`src/rtl/program_loader.sv`:
```
// rtl/program_loader.sv - streams a program image into memory, then runs and monitors the CPU
//
// Holds the CPU in reset while image words arrive on a valid/ready port and are
// written to the shared instruction/data memory. It then releases the CPU, counts
// run cycles, and stops the run on the halt instruction or when the cycle budget
// is used up.
//
// Ports
//   clk          single clock, all state on the rising edge
//   reset        synchronous, active-low
//   start        pulse; begins a load of load_len words (taken in IDLE/HALT only)
//   load_len     image word count, legal range 1..DEPTH, sampled with start
//   s_valid      image word valid
//   s_ready      loader accepts a word (high throughout LOAD)
//   s_data       image word
//   mem_we       memory write strobe
//   mem_addr     byte address of the write (word_index*4)
//   mem_wdata    word being written
//   cpu_reset    active-high reset to the CPU core
//   instr        instruction fetched by the CPU
//   halted       run finished (halt instruction or timeout)
//   timeout      run ended by the cycle budget
//   error        last start carried an illegal load_len
//   word_count   words written in the current load
//   cycle_count  cycles spent in RUN
module program_loader #(
  parameter int          ADDR_WIDTH = 12,
  parameter logic [31:0] HALT_INSTR = 32'hE12FFF1E,
  parameter int          MAX_CYCLES = 100000
) (
  input  logic                  clk,
  input  logic                  reset,
  input  logic                  start,
  input  logic [ADDR_WIDTH:0]   load_len,
  input  logic                  s_valid,
  output logic                  s_ready,
  input  logic [31:0]           s_data,
  output logic                  mem_we,
  output logic [31:0]           mem_addr,
  output logic [31:0]           mem_wdata,
  output logic                  cpu_reset,
  input  logic [31:0]           instr,
  output logic                  halted,
  output logic                  timeout,
  output logic                  error,
  output logic [ADDR_WIDTH:0]   word_count,
  output logic [31:0]           cycle_count
);

  localparam int              CW    = ADDR_WIDTH + 1;
  localparam logic [CW-1:0]   DEPTH = {1'b1, {ADDR_WIDTH{1'b0}}};
  localparam logic [CW-1:0]   ONE   = CW'(1);
  localparam logic [31:0]     MAX_C = 32'(MAX_CYCLES);

  typedef enum logic [2:0] {
    S_IDLE,
    S_LOAD,
    S_RELEASE,
    S_RUN,
    S_HALT
  } state_t;

  state_t        state, state_d;
  logic [CW-1:0] len_q, len_d;
  logic          mem_we_d, cpu_reset_d, halted_d, timeout_d, error_d;
  logic [31:0]   mem_addr_d, mem_wdata_d, cycle_count_d;
  logic [CW-1:0] word_count_d;
  logic          legal_len;

  // s_ready is the only output decoded straight from state, so a word can be
  // accepted on the very first LOAD cycle.
  assign s_ready   = (state == S_LOAD);
  assign legal_len = (load_len != '0) && (load_len <= DEPTH);

  always_comb begin
    state_d       = state;
    len_d         = len_q;
    mem_we_d      = 1'b0;
    mem_addr_d    = mem_addr;
    mem_wdata_d   = mem_wdata;
    cpu_reset_d   = cpu_reset;
    halted_d      = halted;
    timeout_d     = timeout;
    error_d       = error;
    word_count_d  = word_count;
    cycle_count_d = cycle_count;

    case (state)
      S_IDLE, S_HALT: begin
        cpu_reset_d = 1'b1;
        if (start) begin
          if (legal_len) begin
            state_d       = S_LOAD;
            len_d         = load_len;
            word_count_d  = '0;
            error_d       = 1'b0;
            halted_d      = 1'b0;
            timeout_d     = 1'b0;
            cycle_count_d = '0;
          end else begin
            // An illegal request out of HALT also abandons the finished run.
            state_d  = S_IDLE;
            error_d  = 1'b1;
            halted_d = 1'b0;
          end
        end
      end

      S_LOAD: begin
        cpu_reset_d = 1'b1;
        if (s_valid) begin
          mem_we_d    = 1'b1;
          mem_addr_d  = {{(32 - CW - 2){1'b0}}, word_count, 2'b00};
          mem_wdata_d = s_data;
          if (word_count != len_q) begin
            word_count_d = word_count + ONE;
          end
          if (word_count == len_q - ONE) begin
            state_d = S_RELEASE;
          end
        end
      end

      // One spare cycle so the final write is in memory before the CPU fetches.
      S_RELEASE: begin
        state_d       = S_RUN;
        cpu_reset_d   = 1'b0;
        cycle_count_d = 32'd1;
      end

      S_RUN: begin
        cpu_reset_d = 1'b0;
        if (instr == HALT_INSTR) begin
          state_d     = S_HALT;
          cpu_reset_d = 1'b1;
          halted_d    = 1'b1;
        end else if (cycle_count == MAX_C) begin
          state_d     = S_HALT;
          cpu_reset_d = 1'b1;
          halted_d    = 1'b1;
          timeout_d   = 1'b1;
        end else begin
          cycle_count_d = cycle_count + 32'd1;
        end
      end

      default: begin
        state_d     = S_IDLE;
        cpu_reset_d = 1'b1;
      end
    endcase
  end

  always_ff @(posedge clk) begin
    if (!reset) begin
      state       <= S_IDLE;
      len_q       <= '0;
      mem_we      <= 1'b0;
      mem_addr    <= '0;
      mem_wdata   <= '0;
      cpu_reset   <= 1'b1;
      halted      <= 1'b0;
      timeout     <= 1'b0;
      error       <= 1'b0;
      word_count  <= '0;
      cycle_count <= '0;
    end else begin
      state       <= state_d;
      len_q       <= len_d;
      mem_we      <= mem_we_d;
      mem_addr    <= mem_addr_d;
      mem_wdata   <= mem_wdata_d;
      cpu_reset   <= cpu_reset_d;
      halted      <= halted_d;
      timeout     <= timeout_d;
      error       <= error_d;
      word_count  <= word_count_d;
      cycle_count <= cycle_count_d;
    end
  end

endmodule

```
`config.mk`:
```
export PLATFORM = sky130hd
export DESIGN_NAME = program_loader
export DESIGN_NICKNAME = d
export VERILOG_FILES = /design/src/rtl/program_loader.sv
export SDC_FILE = /design/constraint.sdc
export NUM_CORES = 1
export LEC_CHECK = 0
export CAP_MARGIN = 25
export CORE_ASPECT_RATIO = 1.2
export CORE_MARGIN = 2
export CORE_UTILIZATION = 50
export DETAILED_ROUTE_END_ITERATION = 12
export PLACE_DENSITY = 0.84
export SYNTH_ARGS = -nofsm -noshare
export SYNTH_HDL_FRONTEND = slang
export SYNTH_SLANG_ARGS = --single-unit
```
`constraint.sdc`:
```
create_clock -name clk -period 7.2 [get_ports clk]
set_input_delay 1.44 -clock clk [delete_from_list [all_inputs] [get_ports clk]]
set_output_delay 1.44 -clock clk [all_outputs]
set_load 0.005 [all_outputs]
```
==> results_dict.tcl, run 1 <==
set metrics [dict create \
    run_status "completed" \
    initialDrtViolationCount 287 \
    ant_nets 0 \
    peakVddDrop_v 0.000106 \
    rsz0062_at_grt "false" \
    drt_first_pass_iters 6 \
    synth_area_leaders "dfxtp_1 (38%), nand2_1 (9.4%), a21boi_0 (7.8%)" \
    fin_crit_ns 4.24 \
    grt_use_met3_pct 3.44 \
    worstPathRequired_ns 7.46 \
    routed_wirelength_mm 16.0 \
    vias 5782 \
    post_cts_resized 0 \
    top_usage_layer "met2" \
    cp-end-kind "flip-flop" \
    use_met2_pct 45.2 \
    yosysMostFrequentCell "nand2_1" \
    p_int_uw 973 \
    ys.flop_type "dfxtp_1" \
    yosys.area.top_type "dfxtp_1" \
    hp-class "flip-flop to flip-flop" \
    cts-htree-levels 3 \
    grt_remaining_overflow 0 \
    core_region_area_mm2 0.0114 \
    dp.cells 1009 \
    avgSynthCellArea_um2 8.13 \
    crit_fanout 20 \
    finalSetupTns_ns 0 \
    dp_hpwl_mm 11.9 \
    fin_ws_ns 2.96 \
    cts_buffers 9 \
    rows 43 \
    die-area_mm2 0.0125 \
    io_buffer_count 176 \
    grt_max_degree 73 \
    holdBufCountCts 0 \
    wl_per_cell_um 15.5 \
    switching_share_pct 27.2 \
    leakagePower_uw 0.00264 \
    diodes 0 \
    syn-cell-area_mm2 0.00579 \
    p_switching_uw 364 \
    dpl_worst_slack_ns 2.63 \
    pwr-share-comb_pct 13.5 \
    die_x_um 102 \
    dieHeight_um 122 \
    grt_util_met1_pct 29.5 \
    drv_cap 0 \
    yosys-top-cells-count "nand2_1 (145), dfxtp_1 (111), a21boi_0 (60)" \
    p_seq_share_pct 47.7 \
    final_cells 1027 \
    ys_types 63 \
    max_slew.worst_pin.slew_ns 1.08 \
    critical_path_class "primary input to flip-flop" \
    clk_latency_ns 0.36 \
    period_share_pct 58.9 \
    synth_seq_cells 111 \
    antenna_found_initial 0 \
    gp_congestion 0.848 \
    gr-usage-all-layers_pct 25.1 \
    synth_top_area_share_pct 38.4 \
    setup_viol 0 \
    cts_tree "done" \
    drc_errors 0 \
    max_freq_ghz 0.236 \
    vias_per_cell 5.63 \
    clockPowerShare_pct 38.8 \
    synth_edf_count 0 \
    postCtsSetupBuffers 0 \
    startpoint_type "primary input" \
    clk_pin_slew_ns 0.08 \
    clock-skew-final_ns 0.00897 \
    areaGrowthSynthToFinish_pct 36.2 \
    first_global_vias 5361 \
    syn_inst 712 \
    layout-drive-gt1-share_pct 4.25 \
    ys_async_sr_fraction_pct 0 \
    pin_count 196 \
    final_nets 950 \
    maxSlewHeadroom_pct 27.5 \
    powerDensity_mw_per_mm2 169 \
    cts_buffer_depth 2 \
    whs_ns 0.464 \
    hold_viol 0 \
    clock_sinks 111 \
    grt_pass1_wl_mm 25.2 \
    root_buffer "clkbuf_16" \
    initial_core_util_pct 50.8 \
    fin_util_pct 69.2 \
    final_max_slew_viol_count 0 \
    synth.yosys.warnings 0 \
    yosysSeqAreaShare_pct 38.4 \
    worstPathArrival_ns 4.50 \
]
==> kinds of logic after synthesis <==
kind of cell / after synthesis / share of synthesized area (%)
AND/OR/NAND/NOR: 349 / 31.7
adder cells (fa/ha/maj): 4 / 0.864
other: 1 / 0.0647
AO/OA/AOI/OAI: 132 / 16.0
multiplexers: 5 / 0.864
flip-flops: 111 / 38.4
buffers and inverters: 70 / 6.09
XOR/XNOR: 40 / 6.05
==> final cells by class <==
type / count / area, um2
fillers: 962 / 3520
multi-input cells: 549 / 3290
flip-flops and latches: 111 / 2220
repair buffers: 183 / 1820
clock buffers: 9 / 225
well taps: 157 / 196
clock inverters: 7 / 93.8
inverters: 11 / 41.3
==> critical path, stage by stage <==
cell             delay (ns)
clkdlybuf4s50_1        0.46
nor4_4                 0.35
a31oi_1                0.23
or2_1                  0.55
nor4_1                 1.01
a21boi_0               0.21
o21a_1                 0.24
==> registers in the layout (all words and copies together) (netlist names) <==
name,cells
len_q,13
halted,1
mem_addr,13
error,1
timeout,1
state,3
cpu_reset,1
mem_wdata,32
cycle_count,32
word_count,13
mem_we,1
==> layer usage <==
metal	share of wire (%)	vias up
li1	-	2793
met2	51	249
met5	0	-
met4	2.0	0
met1	41	2708
met3	6.5	32
==> worst paths after layout <==
path | startpoint | end | slack, ns | depth (start not counted)
worst max-delay path | load_len[7] | cycle_count[12]$_SDFFE_PN0P_ | 2.96 | 7
worst max register to register | state[0]$_SDFFE_PN0P_ | word_count[10]$_SDFFE_PN0P_ | 4.13 | 6
worst min-delay path | mem_wdata[5]$_SDFFE_PN0P_ | mem_wdata[5]$_SDFFE_PN0P_ | 0.46 | 2
worst min register to register | mem_wdata[5]$_SDFFE_PN0P_ | mem_wdata[5]$_SDFFE_PN0P_ | 0.46 | 2
==> power groups by stage <==
stage	sequential (uW)	combinational (uW)	clock, uW
floorplan	647	106	0
global placement	652	173	0
detailed placement	653	178	0
CTS	638	179	525
global route	640	197	545
finish	638	180	518
==> metrics by stage <==
step           cell area, um2  power, uW
3_5_place_dp             7540        830
5_1_grt                  7890       1380
4_1_cts                  7860       1340
3_3_place_gp             7540        825
2_1_floorplan            5860        753
6_report                 7890       1340
==> cell usage in the layout, fill, tap and decap left out, drive strengths merged, types with 11 or more instances in the layout <==
cell type and count:
clkdlybuf4s50 175, nand2 145, dfxtp 111, a21boi 61, nor2 41, xnor2 34
nor4 28, nand3 23, nand4 21, a21oi 20, conb 19, o21ai 14
or4 14, inv 14, nor3 13, or3 11
Note: power is estimated with default switching activity, not from simulation.
==> run 2: changes to the inputs <==
--- a/config.mk
+++ b/config.mk
@@ -8,9 +8,9 @@
 export CAP_MARGIN = 25
 export CORE_ASPECT_RATIO = 1.2
 export CORE_MARGIN = 2
-export CORE_UTILIZATION = 50
+export CORE_UTILIZATION = 42
 export DETAILED_ROUTE_END_ITERATION = 12
-export PLACE_DENSITY = 0.84
+export PLACE_DENSITY = 0.75
 export SYNTH_ARGS = -nofsm -noshare
 export SYNTH_HDL_FRONTEND = slang
 export SYNTH_SLANG_ARGS = --single-unit
==> constraint.sdc (replaced) <==
create_clock -name clk -period 3.5 [get_ports clk]
set_input_delay 0.7 -clock clk [delete_from_list [all_inputs] [get_ports clk]]
set_output_delay 0.7 -clock clk [all_outputs]
set_load 0.005 [all_outputs]
==> results_dict.tcl, run 2 (same netlist as run 1, synthesis figures left out) <==
set metrics [dict create \
    clock_sinks 111 \
    clock-skew-final_ns 0.00577 \
    grt_pass1_wl_mm 25.3 \
    grt_remaining_overflow 0 \
    fin_crit_ns 3.06 \
    initialDrtViolationCount 360 \
    die_x_um 111 \
    final_max_slew_viol_count 0 \
    gp_congestion 0.868 \
    max_slew.worst_pin.slew_ns 0.888 \
    layout-drive-gt1-share_pct 5.45 \
    final_cells 1052 \
    cp-end-kind "flip-flop" \
    finalPower_uw 2710 \
    cts_buffers 9 \
    dp.cells 1036 \
    root_buffer "clkbuf_16" \
    dieHeight_um 133 \
    cts-htree-levels 3 \
    setup_viol 0 \
    rsz0062_at_grt "false" \
    top_usage_layer "met2" \
    core_region_area_mm2 0.0136 \
    hp-class "flip-flop to flip-flop" \
    final_nets 961 \
    crit_fanout 10 \
    clk_pin_slew_ns 0.07 \
    wl_per_cell_um 14.9 \
    final_common_cell "clkdlybuf4s50_1" \
    areaGrowthSynthToFinish_pct 37.8 \
    first_global_vias 5183 \
    period_share_pct 87.3 \
    post_cts_resized 0 \
    cts_buffer_depth 2 \
    grt_util_met1_pct 24.7 \
    postCtsSetupBuffers 0 \
    io_buffer_count 176 \
    final_cell_mix "clkdlybuf4s50_1 (175), nand2_1 (145), dfxtp_1 (111), a21boi_0 (60), nor2_1 (41)" \
    rows 47 \
    worstPathArrival_ns 3.33 \
    routed_wirelength_mm 15.6 \
    vias_per_cell 5.39 \
    worstPathRequired_ns 3.77 \
    run_status "completed" \
    grt_max_degree 59 \
    vias 5668 \
    finalSetupTns_ns 0 \
    antenna_found_initial 0 \
    startpoint_type "primary input" \
    critical_path_class "primary input to flip-flop" \
    top_regs "cycle_count x32, mem_wdata x32" \
    hold_viol 0 \
    max_freq_ghz 0.327 \
    ant_nets 0 \
    cts_tree "done" \
    diodes 0 \
    dpl_worst_slack_ns 0.0884 \
    grt_use_met3_pct 4.99 \
    initial_core_util_pct 42.5 \
    holdBufCountCts 0 \
    peakVddDrop_v 0.000315 \
    leakagePower_uw 0.00268 \
    maxSlewHeadroom_pct 40.4 \
    gr-usage-all-layers_pct 20.7 \
    dp_hpwl_mm 11.8 \
    clk_latency_ns 0.34 \
    die-area_mm2 0.0147 \
    powerDensity_mw_per_mm2 340 \
    fin_ws_ns 0.443 \
    pin_count 196 \
    use_met2_pct 36.3 \
    drv_cap 0 \
    drt_first_pass_iters 5 \
    drc_errors 0 \
]
[run 2: changes by cell type in the layout (fill, tap and decap cells not counted)]
cell,before,now
clkinvlp_4,0,2
buf_4,5,16
inv_8,1,0
buf_12,1,2
inv_6,2,1
clkbuf_2,1,0
clkinv_4,0,1
inv_12,1,0
clkinv_8,3,0
bufinv_16,0,1
clkinv_2,0,2
[run 2: routing by layer]
metal	up-vias	routed length (um)
met5	-	0
met4	0	231
met3	18	866
met2	180	7880
met1	2650	6670
li1	2820	-
[run 2: stage by stage]
step	util, %	hold slack (ns)	area [um2]
floorplan	-	0.460	5860
global placement	56.3	0.450	7680
detailed placement	56.3	0.456	7680
CTS	58.5	0.466	7980
global route	58.5	0.483	7980
finish	58.5	0.461	7980
[run 2: worst max-delay path: stages]
cell and delay (ns):
clkdlybuf4s50_1 0.46, nor4_4 0.36, a31oi_1 0.18, or2_1 0.31, or4_4 0.63, buf_4 0.20
or3_1 0.34, a21oi_1 0.15
[run 2: path summary, 6_finish.rpt]
check	slack, ns	cells past startpoint	startpoint	endpoint
setup / recovery	0.44	8	load_len[7]	cycle_count[27]$_SDFFE_PN0P_
hold / removal	0.46	2	mem_wdata[2]$_SDFFE_PN0P_	mem_wdata[2]$_SDFFE_PN0P_
setup reg to reg	0.93	8	cycle_count[5]$_SDFFE_PN0P_	cycle_count[27]$_SDFFE_PN0P_
hold reg to reg	0.46	2	mem_wdata[2]$_SDFFE_PN0P_	mem_wdata[2]$_SDFFE_PN0P_
[run 2: area by class of cell]
cell class                 instances  area [um2]
inverter                          11        41.3
clock inverter                     7        72.6
sequential                       111        2220
timing repair buffer             194        1920
tap                              171         214
clock buffer                       9         225
fill                            1265        5660
multi-input combinational        549        3290
[run 2: power breakdown]
group / switching (uW) / internal, uW / leakage, uW / total, uW
sequential: 26.8 / 1290 / 0.000897 / 1310
combinational: 177 / 205 / 0.00164 / 382
clock: 463 / 556 / 0.000142 / 1020
total: 667 / 2050 / 0.00268 / 2710
